`src/rtl/mul_div_unit.sv`:
```
// mul_div_unit
//   HI/LO multiply/divide unit for the EX stage. Multiplies are computed in
//   full at the start edge and held for MUL_LAT cycles so that their timing
//   matches a pipelined multiplier. Divides run a restoring shift-subtract
//   loop that produces one quotient bit per cycle. madd/msub accumulate into
//   {hi,lo}, and cancel flushes an in-flight op without touching HI/LO.
//
// Ports
//   clk     : rising-edge clock
//   reset   : asynchronous active-high reset
//   start   : op valid this cycle (accepted only while idle)
//   op      : 0 nop, 1 mult, 2 multu, 3 div, 4 divu, 5 mthi, 6 mtlo,
//             7 madd, 8 maddu, 9 msub, 10 msubu, 11-15 nop
//   src_a   : rs operand (dividend / multiplicand / mthi-mtlo data)
//   src_b   : rt operand (divisor / multiplier)
//   cancel  : abort the in-flight op, or block this cycle's start when idle
//   busy    : high while an op is in flight (decoded from the state register)
//   done    : one-cycle pulse when HI/LO first show a new mult/div result
//   hi, lo  : HI and LO registers
module mul_div_unit #(
   parameter int WIDTH   = 32,
   parameter int MUL_LAT = 5
) (
   input  logic             clk,
   input  logic             reset,
   input  logic             start,
   input  logic [3:0]       op,
   input  logic [WIDTH-1:0] src_a,
   input  logic [WIDTH-1:0] src_b,
   input  logic             cancel,
   output logic             busy,
   output logic             done,
   output logic [WIDTH-1:0] hi,
   output logic [WIDTH-1:0] lo
);

   localparam int CNT_MAX = (MUL_LAT > WIDTH) ? MUL_LAT : WIDTH;
   localparam int CW      = $clog2(CNT_MAX + 1);

   localparam logic [CW-1:0] MUL_CNT = CW'(MUL_LAT);
   localparam logic [CW-1:0] DIV_CNT = CW'(WIDTH);
   localparam logic [CW-1:0] CNT_ONE = CW'(1);

   localparam logic [3:0] OP_MULT  = 4'd1;
   localparam logic [3:0] OP_MULTU = 4'd2;
   localparam logic [3:0] OP_DIV   = 4'd3;
   localparam logic [3:0] OP_DIVU  = 4'd4;
   localparam logic [3:0] OP_MTHI  = 4'd5;
   localparam logic [3:0] OP_MTLO  = 4'd6;
   localparam logic [3:0] OP_MADD  = 4'd7;
   localparam logic [3:0] OP_MADDU = 4'd8;
   localparam logic [3:0] OP_MSUB  = 4'd9;
   localparam logic [3:0] OP_MSUBU = 4'd10;

   typedef enum logic [2:0] {
      S_IDLE,
      S_MUL,
      S_DIV_PREP,
      S_DIV_ITER,
      S_DIV_FIX
   } state_t;

   state_t r_state;
   state_t w_nextState;

   logic [CW-1:0]      r_count;
   logic               r_done;
   logic [WIDTH-1:0]   r_hi;
   logic [WIDTH-1:0]   r_lo;
   logic [2*WIDTH-1:0] r_mulResult;

   // Divider working registers: r_quot first holds the dividend and shifts
   // quotient bits in from the bottom as the dividend bits leave the top.
   logic [WIDTH-1:0]   r_quot;
   logic [WIDTH-1:0]   r_divisor;
   logic [WIDTH-1:0]   r_rem;
   logic               r_divSigned;
   logic               r_negQ;
   logic               r_negR;
   logic               r_divZero;

   logic               w_mulLoad;
   logic               w_divLoad;
   logic               w_mthi;
   logic               w_mtlo;
   logic               w_mulFinish;
   logic               w_divFinish;

   logic               w_isMul;
   logic               w_isDiv;
   logic               w_mulSigned;
   logic               w_isAcc;
   logic               w_isSub;
   logic [2*WIDTH-1:0] w_extA;
   logic [2*WIDTH-1:0] w_extB;
   logic [2*WIDTH-1:0] w_product;
   logic [2*WIDTH-1:0] w_hiLo;
   logic [2*WIDTH-1:0] w_mulResult;

   logic [WIDTH:0]     w_shifted;
   logic               w_fits;
   logic [WIDTH-1:0]   w_sub;
   logic [WIDTH-1:0]   w_quotFixed;
   logic [WIDTH-1:0]   w_remFixed;

   assign busy = (r_state != S_IDLE);
   assign done = r_done;
   assign hi   = r_hi;
   assign lo   = r_lo;

   // Opcode classification for the multiply datapath and the FSM.
   assign w_isMul     = (op == OP_MULT) || (op == OP_MULTU) || (op == OP_MADD) ||
                        (op == OP_MADDU) || (op == OP_MSUB) || (op == OP_MSUBU);
   assign w_isDiv     = (op == OP_DIV) || (op == OP_DIVU);
   assign w_mulSigned = (op == OP_MULT) || (op == OP_MADD) || (op == OP_MSUB);
   assign w_isAcc     = (op == OP_MADD) || (op == OP_MADDU) || (op == OP_MSUB) || (op == OP_MSUBU);
   assign w_isSub     = (op == OP_MSUB) || (op == OP_MSUBU);

   // Sign- or zero-extending both operands to 2*WIDTH lets one unsigned
   // multiply, truncated to 2*WIDTH, serve both signed and unsigned ops.
   assign w_extA    = {{WIDTH{w_mulSigned & src_a[WIDTH-1]}}, src_a};
   assign w_extB    = {{WIDTH{w_mulSigned & src_b[WIDTH-1]}}, src_b};
   assign w_product = w_extA * w_extB;
   assign w_hiLo    = {r_hi, r_lo};

   // Accumulating ops fold the product into the current {hi,lo} at the
   // start edge, so the held result already contains the accumulation.
   always_comb begin
      w_mulResult = w_product;
      if (w_isAcc) begin
         if (w_isSub) begin
            w_mulResult = w_hiLo - w_product;
         end else begin
            w_mulResult = w_hiLo + w_product;
         end
      end
   end

   // One restoring step: shift the next dividend bit into the partial
   // remainder and subtract the divisor only when it fits. The shifted value
   // keeps one extra bit because the remainder can exceed half the divisor
   // range before the shift.
   assign w_shifted = {r_rem, r_quot[WIDTH-1]};
   assign w_fits    = (w_shifted >= {1'b0, r_divisor});
   assign w_sub     = w_shifted[WIDTH-1:0] - r_divisor;

   // The quotient truncates toward zero and the remainder follows the
   // dividend's sign. MIN / -1 falls out naturally: the magnitude 2^(WIDTH-1)
   // negates back to MIN with a zero remainder.
   assign w_quotFixed = r_negQ ? -r_quot : r_quot;
   assign w_remFixed  = r_negR ? -r_rem : r_rem;

   // State register.
   always_ff @(posedge clk or posedge reset) begin
      if (reset) begin
         r_state <= S_IDLE;
      end else begin
         r_state <= w_nextState;
      end
   end

   // Next-state logic and control strobes. Ops are accepted only in IDLE,
   // and cancel takes priority over everything, including the completion
   // edge of a busy state.
   always_comb begin
      w_nextState = r_state;
      w_mulLoad   = 1'b0;
      w_divLoad   = 1'b0;
      w_mthi      = 1'b0;
      w_mtlo      = 1'b0;
      w_mulFinish = 1'b0;
      w_divFinish = 1'b0;
      case (r_state)
         S_IDLE: begin
            if (start && !cancel) begin
               if (w_isMul) begin
                  w_mulLoad   = 1'b1;
                  w_nextState = S_MUL;
               end else if (w_isDiv) begin
                  w_divLoad   = 1'b1;
                  w_nextState = S_DIV_PREP;
               end else if (op == OP_MTHI) begin
                  w_mthi = 1'b1;
               end else if (op == OP_MTLO) begin
                  w_mtlo = 1'b1;
               end
            end
         end
         S_MUL: begin
            if (cancel) begin
               w_nextState = S_IDLE;
            end else if (r_count == CNT_ONE) begin
               w_mulFinish = 1'b1;
               w_nextState = S_IDLE;
            end
         end
         S_DIV_PREP: begin
            w_nextState = cancel ? S_IDLE : S_DIV_ITER;
         end
         S_DIV_ITER: begin
            if (cancel) begin
               w_nextState = S_IDLE;
            end else if (r_count == CNT_ONE) begin
               w_nextState = S_DIV_FIX;
            end
         end
         S_DIV_FIX: begin
            w_nextState = S_IDLE;
            if (!cancel) begin
               w_divFinish = 1'b1;
            end
         end
         default: begin
            w_nextState = S_IDLE;
         end
      endcase
   end

   // Latency counter and the done pulse. The counter is shared between the
   // multiply hold time and the divide iteration count.
   always_ff @(posedge clk or posedge reset) begin
      if (reset) begin
         r_count <= '0;
         r_done  <= 1'b0;
      end else begin
         r_done <= w_mulFinish | w_divFinish;
         if (w_mulLoad) begin
            r_count <= MUL_CNT;
         end else if (r_state == S_DIV_PREP) begin
            r_count <= DIV_CNT;
         end else if (((r_state == S_MUL) || (r_state == S_DIV_ITER)) && (r_count != '0)) begin
            r_count <= r_count - CNT_ONE;
         end
      end
   end

   // Multiply result holding register, captured at the start edge.
   always_ff @(posedge clk or posedge reset) begin
      if (reset) begin
         r_mulResult <= '0;
      end else if (w_mulLoad) begin
         r_mulResult <= w_mulResult;
      end
   end

   // Divider datapath: latch operands, convert to magnitudes, then iterate.
   always_ff @(posedge clk or posedge reset) begin
      if (reset) begin
         r_quot      <= '0;
         r_divisor   <= '0;
         r_rem       <= '0;
         r_divSigned <= 1'b0;
         r_negQ      <= 1'b0;
         r_negR      <= 1'b0;
         r_divZero   <= 1'b0;
      end else if (w_divLoad) begin
         r_quot      <= src_a;
         r_divisor   <= src_b;
         r_divSigned <= (op == OP_DIV);
      end else if (r_state == S_DIV_PREP) begin
         r_quot    <= (r_divSigned && r_quot[WIDTH-1]) ? -r_quot : r_quot;
         r_divisor <= (r_divSigned && r_divisor[WIDTH-1]) ? -r_divisor : r_divisor;
         r_rem     <= '0;
         r_negQ    <= r_divSigned & (r_quot[WIDTH-1] ^ r_divisor[WIDTH-1]);
         r_negR    <= r_divSigned & r_quot[WIDTH-1];
         r_divZero <= (r_divisor == '0);
      end else if (r_state == S_DIV_ITER) begin
         r_rem  <= w_fits ? w_sub : w_shifted[WIDTH-1:0];
         r_quot <= {r_quot[WIDTH-2:0], w_fits};
      end
   end

   // HI/LO architectural registers. Results land in a single edge and only
   // at completion; a zero divisor completes without writing.
   always_ff @(posedge clk or posedge reset) begin
      if (reset) begin
         r_hi <= '0;
         r_lo <= '0;
      end else begin
         if (w_mthi) begin
            r_hi <= src_a;
         end
         if (w_mtlo) begin
            r_lo <= src_a;
         end
         if (w_mulFinish) begin
            r_hi <= r_mulResult[2*WIDTH-1:WIDTH];
            r_lo <= r_mulResult[WIDTH-1:0];
         end
         if (w_divFinish && !r_divZero) begin
            r_hi <= w_remFixed;
            r_lo <= w_quotFixed;
         end
      end
   end

endmodule

```
`config.mk`:
```
export PLATFORM = sky130hd
export DESIGN_NAME = mul_div_unit
export DESIGN_NICKNAME = d
export VERILOG_FILES = /design/src/rtl/mul_div_unit.sv
export SDC_FILE = /design/constraint.sdc
export NUM_CORES = 2
export LEC_CHECK = 0
export ABC_AREA = 1
export CAP_MARGIN = 20
export CORE_MARGIN = 2
export CORE_UTILIZATION = 27
export CTS_CLUSTER_DIAMETER = 80
export DETAILED_ROUTE_END_ITERATION = 16
export GPL_TIMING_DRIVEN = 0
export PLACE_DENSITY = 0.43
export SLEW_MARGIN = 5
export SYNTH_ARGS = -nofsm -noshare
export SYNTH_HDL_FRONTEND = slang
export SYNTH_SLANG_ARGS = --single-unit
```
`constraint.sdc`:
```
create_clock -name clk -period 12.7 [get_ports clk]
set_clock_uncertainty 0.2 [all_clocks]
set_input_delay 3.81 -clock clk [delete_from_list [all_inputs] [get_ports clk]]
set_output_delay 3.81 -clock clk [all_outputs]
set_load 0.02 [all_outputs]
```
* After elaboration in Yosys (flattened, before gate mapping)
Index checks and enable logic that the tools add are counted.
Storage, ports and cells: logic and storage cells 140, flip-flop bits (word level) 238, output and inout bits 66
Cells by class: reduce and logical (&&, ||, !) cells 36, bitwise operators 7, $mul 1, $lt $le $gt $ge 1, equality and inequality tests 20, multiplexer cells 55, add/sub/neg operators 7
Operators by type and width (count):
- 32-bit two-way mux | 18
- 64-bit two-way mux | 2
- 32-bit negator | 3
- 64-bit adder | 1
- 33-bit by 33-bit multiplier with 64-bit output | 1
- 64-bit subtractor | 1
- 33-bit by 32-bit greater-or-equal comparator with 1-bit output | 1
- 32-bit zero test | 1
- 32-bit subtractor | 1
- 1-bit two-way mux | 23
- 3-bit two-way mux | 7
- 6-bit two-way mux | 3
- 4-bit by 3-bit == test with 1-bit output, second input constant | 4
- 3-bit nonzero test | 5
- 1-bit logical OR | 13
- 4-bit == test, second input constant | 3
- 3-bit one-hot mux with 4 select lines | 1
- 3-bit != test, second input constant | 3
- 4-bit by 2-bit == test with 1-bit output, second input constant | 2
- 2-bit AND reduction | 4
- 3-bit by 2-bit == test with 1-bit output, second input constant | 2
- 6-bit by 1-bit == test with 1-bit output, second input constant | 1
- 2-bit nonzero test | 3
- 6-bit nonzero test | 1
- 15 further kinds | 23

* Logic depth before layout (Yosys ltp)
word-level depth 12, depth in mapped cells 58, depth with buffers taken out 56

* Worst setup path before layout
No wires, ideal clock.
path type input-to-reg, start input op[2], end register r_mulResult[61], buffers on the path 2, required time 12383 ps, slack -555 ps, stages on the path 53, arrival time 12938 ps, path through inv_1 nor2_1 nand2_1 and2_1 clkbuf_1 clkbuf_1 nor2_1 inv_1 fa_1 fa_1 inv_1 fa_1 fa_1 inv_1 fa_1 fa_1 fa_1 inv_1 [... 17 more ...] ha_1 nand2_1 nor2_1 inv_1 nor4_1 nand3_1 nand3_1 nand2_1 o211ai_1 nand2_1 o211ai_1 nand2_1 a21oi_1 o21ai_0 nand3_1 o21ai_0 nand2_1 nand2_1
On the way: word-level cells in the longest chain between the ends 9, elaborated cells on any way between the ends 27, classes of those cells 2 x add/sub; 1 x mul; 6 x eq/ne; 5 x mux; 2 x bitwise; 11 x reduce/logical
RTL lines:
- from (decl) | RTL line 27 | input logic [3:0] op,
- branches (longest 9 deep; another with 33-bit by 33-bit multiplier with 64-bit output)
- to (signal assigned) | RTL line 242 | r_mulResult <= w_mulResult;
- to (decl) | RTL line 70 | logic [2*WIDTH-1:0] r_mulResult;
Several ways; the timed one is not identified. A chain may end at the register's enable or synchronous reset.

* Worst setup path after layout
start input op[0], end register r_mulResult[63]
Same word-level chain as after synthesis.

==> out/results.txt <==
The flow ran to the end, but the final reports show violations. The checks that failed: negative setup slack. In this run the vertical extent of the chip is 482 um. By count the netlist is led by 2272 x nand2_1, 2046 x inv_1, 1127 x fa_1. Post-route antenna net violation count: 0. The largest fanout on the critical path was 5. In this run the most critical hold path is launched from r_divZero. For the worst setup path, the data arrival time is 13880 ps. The share of post-route cells with drive strength above 1 is 0.201. The share of flip-flops with an asynchronous set or reset is 1.00.

Max-cap violations in this run came to 0. Final layout net count: 10500. The library cell with the largest summed area after synthesis was fa_1. The tools report the post-route DRC violation count as 0.

The layer with the highest usage after global routing was met2. The cell total after placement is 11600, and the number of storage elements in the synthesis netlist is 238. Unique cell type count in the Yosys netlist: 61.

At the worst endpoint, the required time is 13030 ps. 138 I/O pins were placed. From synthesis to final layout, the design area changed by 27.9%.

The filler cell count was 24100. Detailed-placement wirelength estimate: 256 mm. The number of flops mapped to enable cells by yosys works out to 0. Summing every instance area after synthesis gives 61600 um2.

By area the synthesized netlist is led by fa_1 37%, nand2_1 14%, inv_1 12%, dfrtp_1 9.7%, ha_1 6.4%. Setup violations remaining at the end of the flow were counted as 33. The number of global-route vias before repair is 58300. Once layout is complete, the cells apart from fillers number 12000. Among all cell types in the netlist, the one instantiated most often is nand2_1. The floorplan step defined a core boundary enclosing 227000 um2. Clock tree synthesis found a total of 238 sinks. TritonCTS built the clock tree. After technology mapping, the gate count stands at 8472. For the starting density of the core, the log shows 0.271. OpenSTA, run right after detailed placement, puts the worst setup slack at -4670 ps. The initialized floorplan defines 175 standard-cell rows.

The worst register-to-register path begins at lo[2]. The met2 usage was 0.399. Type of element capturing the critical path: a flop.

The total count of max-transition violations in the final report was 0; the iteration count of the initial detailed-routing pass was 5. The number of antenna violations at the first check in global routing came out at 12. The detailed router's first-iteration violation count was 5384; the mean post-synth cell area was 7.27 um2. The tightest min-delay check is of the reg2reg type. Hold is met by 288 ps. The worst slew margin relative to its limit came out at 0.205. The most critical setup path has its startpoint at op[0]. For this run, the top clock speed supported by timing is 0.0738 GHz. The setup path with the least slack is of type in2reg.

In the synthesized netlist the dominant register cell turns out to be dfrtp_1. The synthesized netlist net count is 9984. The global-route total usage across every layer is 0.257, and the latest clock arrival within the worst-skew pair is 610 ps. At the pin with the least slew margin, the transition time is 1190 ps.

Clock-pin slew was measured on the worst setup and hold paths at 60 ps. Buffers inserted to repair hold after CTS numbered 0. The area enclosed by the die boundary is 232000 um2.

STA classifies the critical path startpoint as an input port. The final period utilization is 1.07, and the global-route wire length before repair is 429 mm. At the end of routability-driven placement, the weighted congestion stood at 0.951.

For this run, the slowest stage of the critical path takes 650 ps. The number of input and output port buffers inserted was 73; the met3 global-route usage was 0.0297. The pin count of the biggest net entering global routing is 87, and the routed length per instance is 25.4 um. For the count of vias placed by the detailed router, the log shows 58700.

In this run the clock root is driven by a clkbuf_16. The sequential share of the synthesized area is 0.0967. The clock passes through at most 3 buffers. Sum of routed wire length over all layers: 305 mm. For the aggregate global routing overflow, the log shows 0. Setup repair after global routing could not meet its margin everywhere. The run gives 0 as the number of warnings issued by yosys. The final setup slack of the worst path is -849 ps. In this design, the critical path's most frequently occurring cell is fa_2.

The tools report the met1 usage in global routing as 0.373. The overall die width is 482 um, and the area share of the largest cell type after synthesis is 0.366. The smallest clock period supported by the final layout is computed as 13550 ps. For the depth of the CTS H-tree, the log shows 1. The number of clock buffers added by TritonCTS is 28. The via density per instance was 4.88.

The critical-path cell with the highest stage delay was fa_2. The number of endpoints with negative hold slack in the final report was 0.
[kinds of logic after synthesis]
group                    synth area share
adder cells (fa/ha/maj)             0.430
flip-flops                         0.0967
buffers and inverters               0.149
AND/OR/NAND/NOR                     0.209
AO/OA/AOI/OAI                      0.0889
XOR/XNOR                           0.0264
[metal layers]
layer / routed length, um / vias up
met3: 22800 / 451
met4: 13300 / 8
li1: - / 26200
met1: 137000 / 29600
met5: 51 / -
met2: 132000 / 2421
[critical path: cells and delay by family]
family,cells,cell delay [ps]
compound gates,4,680
xor+xnor,1,150
fa+ha+maj,10,4970
buf+inv,10,1080
simple gates,24,3150
[sequential cells by signal (all words and copies together), names as in the netlist, 3 cells and up]
name / flops
lo: 32
r_rem: 32
hi: 32
r_mulResult: 64
r_state: 3
r_count: 6
r_divisor: 32
r_quot: 32
[stage by stage]
step                 util  instance area [um2]  setup TNS [ps]
finish              0.347                78800          -15930
global route        0.347                78800          -24990
CTS                 0.325                73900          -18480
detailed placement  0.295                67000         -156510
global placement    0.293                66500         -599650
floorplan               -                62000            -514
[cell usage in the layout, fill, tap and decap left out, types with 29 or more instances in the layout]
cell,synthesis,layout
buf_6,3,95
clkbuf_2,1,36
nand3_1,173,145
nand2_2,15,177
nor3_1,55,39
a22oi_1,43,43
nor2_2,24,73
a21oi_1,395,323
nand4_1,56,56
o211ai_1,41,41
xor2_1,123,99
ha_4,0,88
o21ai_2,1,44
buf_12,0,53
fa_1,1127,1054
clkbuf_8,0,35
buf_8,0,51
nor2_1,474,321
clkbuf_1,347,124
o21ai_1,20,56
nand2_4,0,114
o21ai_0,379,290
nor2_4,5,109
a21oi_2,0,49
inv_1,2046,1927
ha_1,313,221
clkdlybuf4s50_1,0,69
inv_2,18,115
nand2_1,2272,1992
clkbuf_16,0,54
xnor2_1,42,35
buf_4,0,364
or2_2,32,29
fa_2,0,73
dfrtp_1,238,238
[cell type report]
cell class | count | area [um2] | area share
multi-input combinational | 5790 | 52000 | 0.660
inverter | 2070 | 7860 | 0.0997
sequential | 238 | 5960 | 0.0756
timing repair buffer | 514 | 4850 | 0.0616
tap | 3009 | 3760 | 0.0478
buffer | 370 | 3480 | 0.0441
clock buffer | 42 | 853 | 0.0108
clock inverter | 7 | 60.1 | 0.000762
antenna | 3 | 7.51 | 0.0000953
[repair_timing]
item	4_1_cts	5_1_grt
setup buffers	200	214
resized for setup	1219	1005
gates cloned	3	6
pin swaps	274	410
setup endpoints to repair	50	45
[path summary, 6_finish.rpt]
| path | endpoint | slack, ps | cells after the start |
|---|---|---|---|
| setup / recovery | r_mulResult[63] | -850 | 49 |
| hold / removal | r_divZero | 290 | 2 |
| setup reg to reg | r_mulResult[63] | 8440 | 17 |
| hold reg to reg | r_divZero | 290 | 2 |
| max in group asynchronous | r_divisor[30] | 7920 | 3 |
| min in group asynchronous | r_rem[28] | 3470 | 2 |
Power is left out: the tool's default activity adds up to more than one toggle a clock period on the data nets, which glitch-free logic cannot reach.
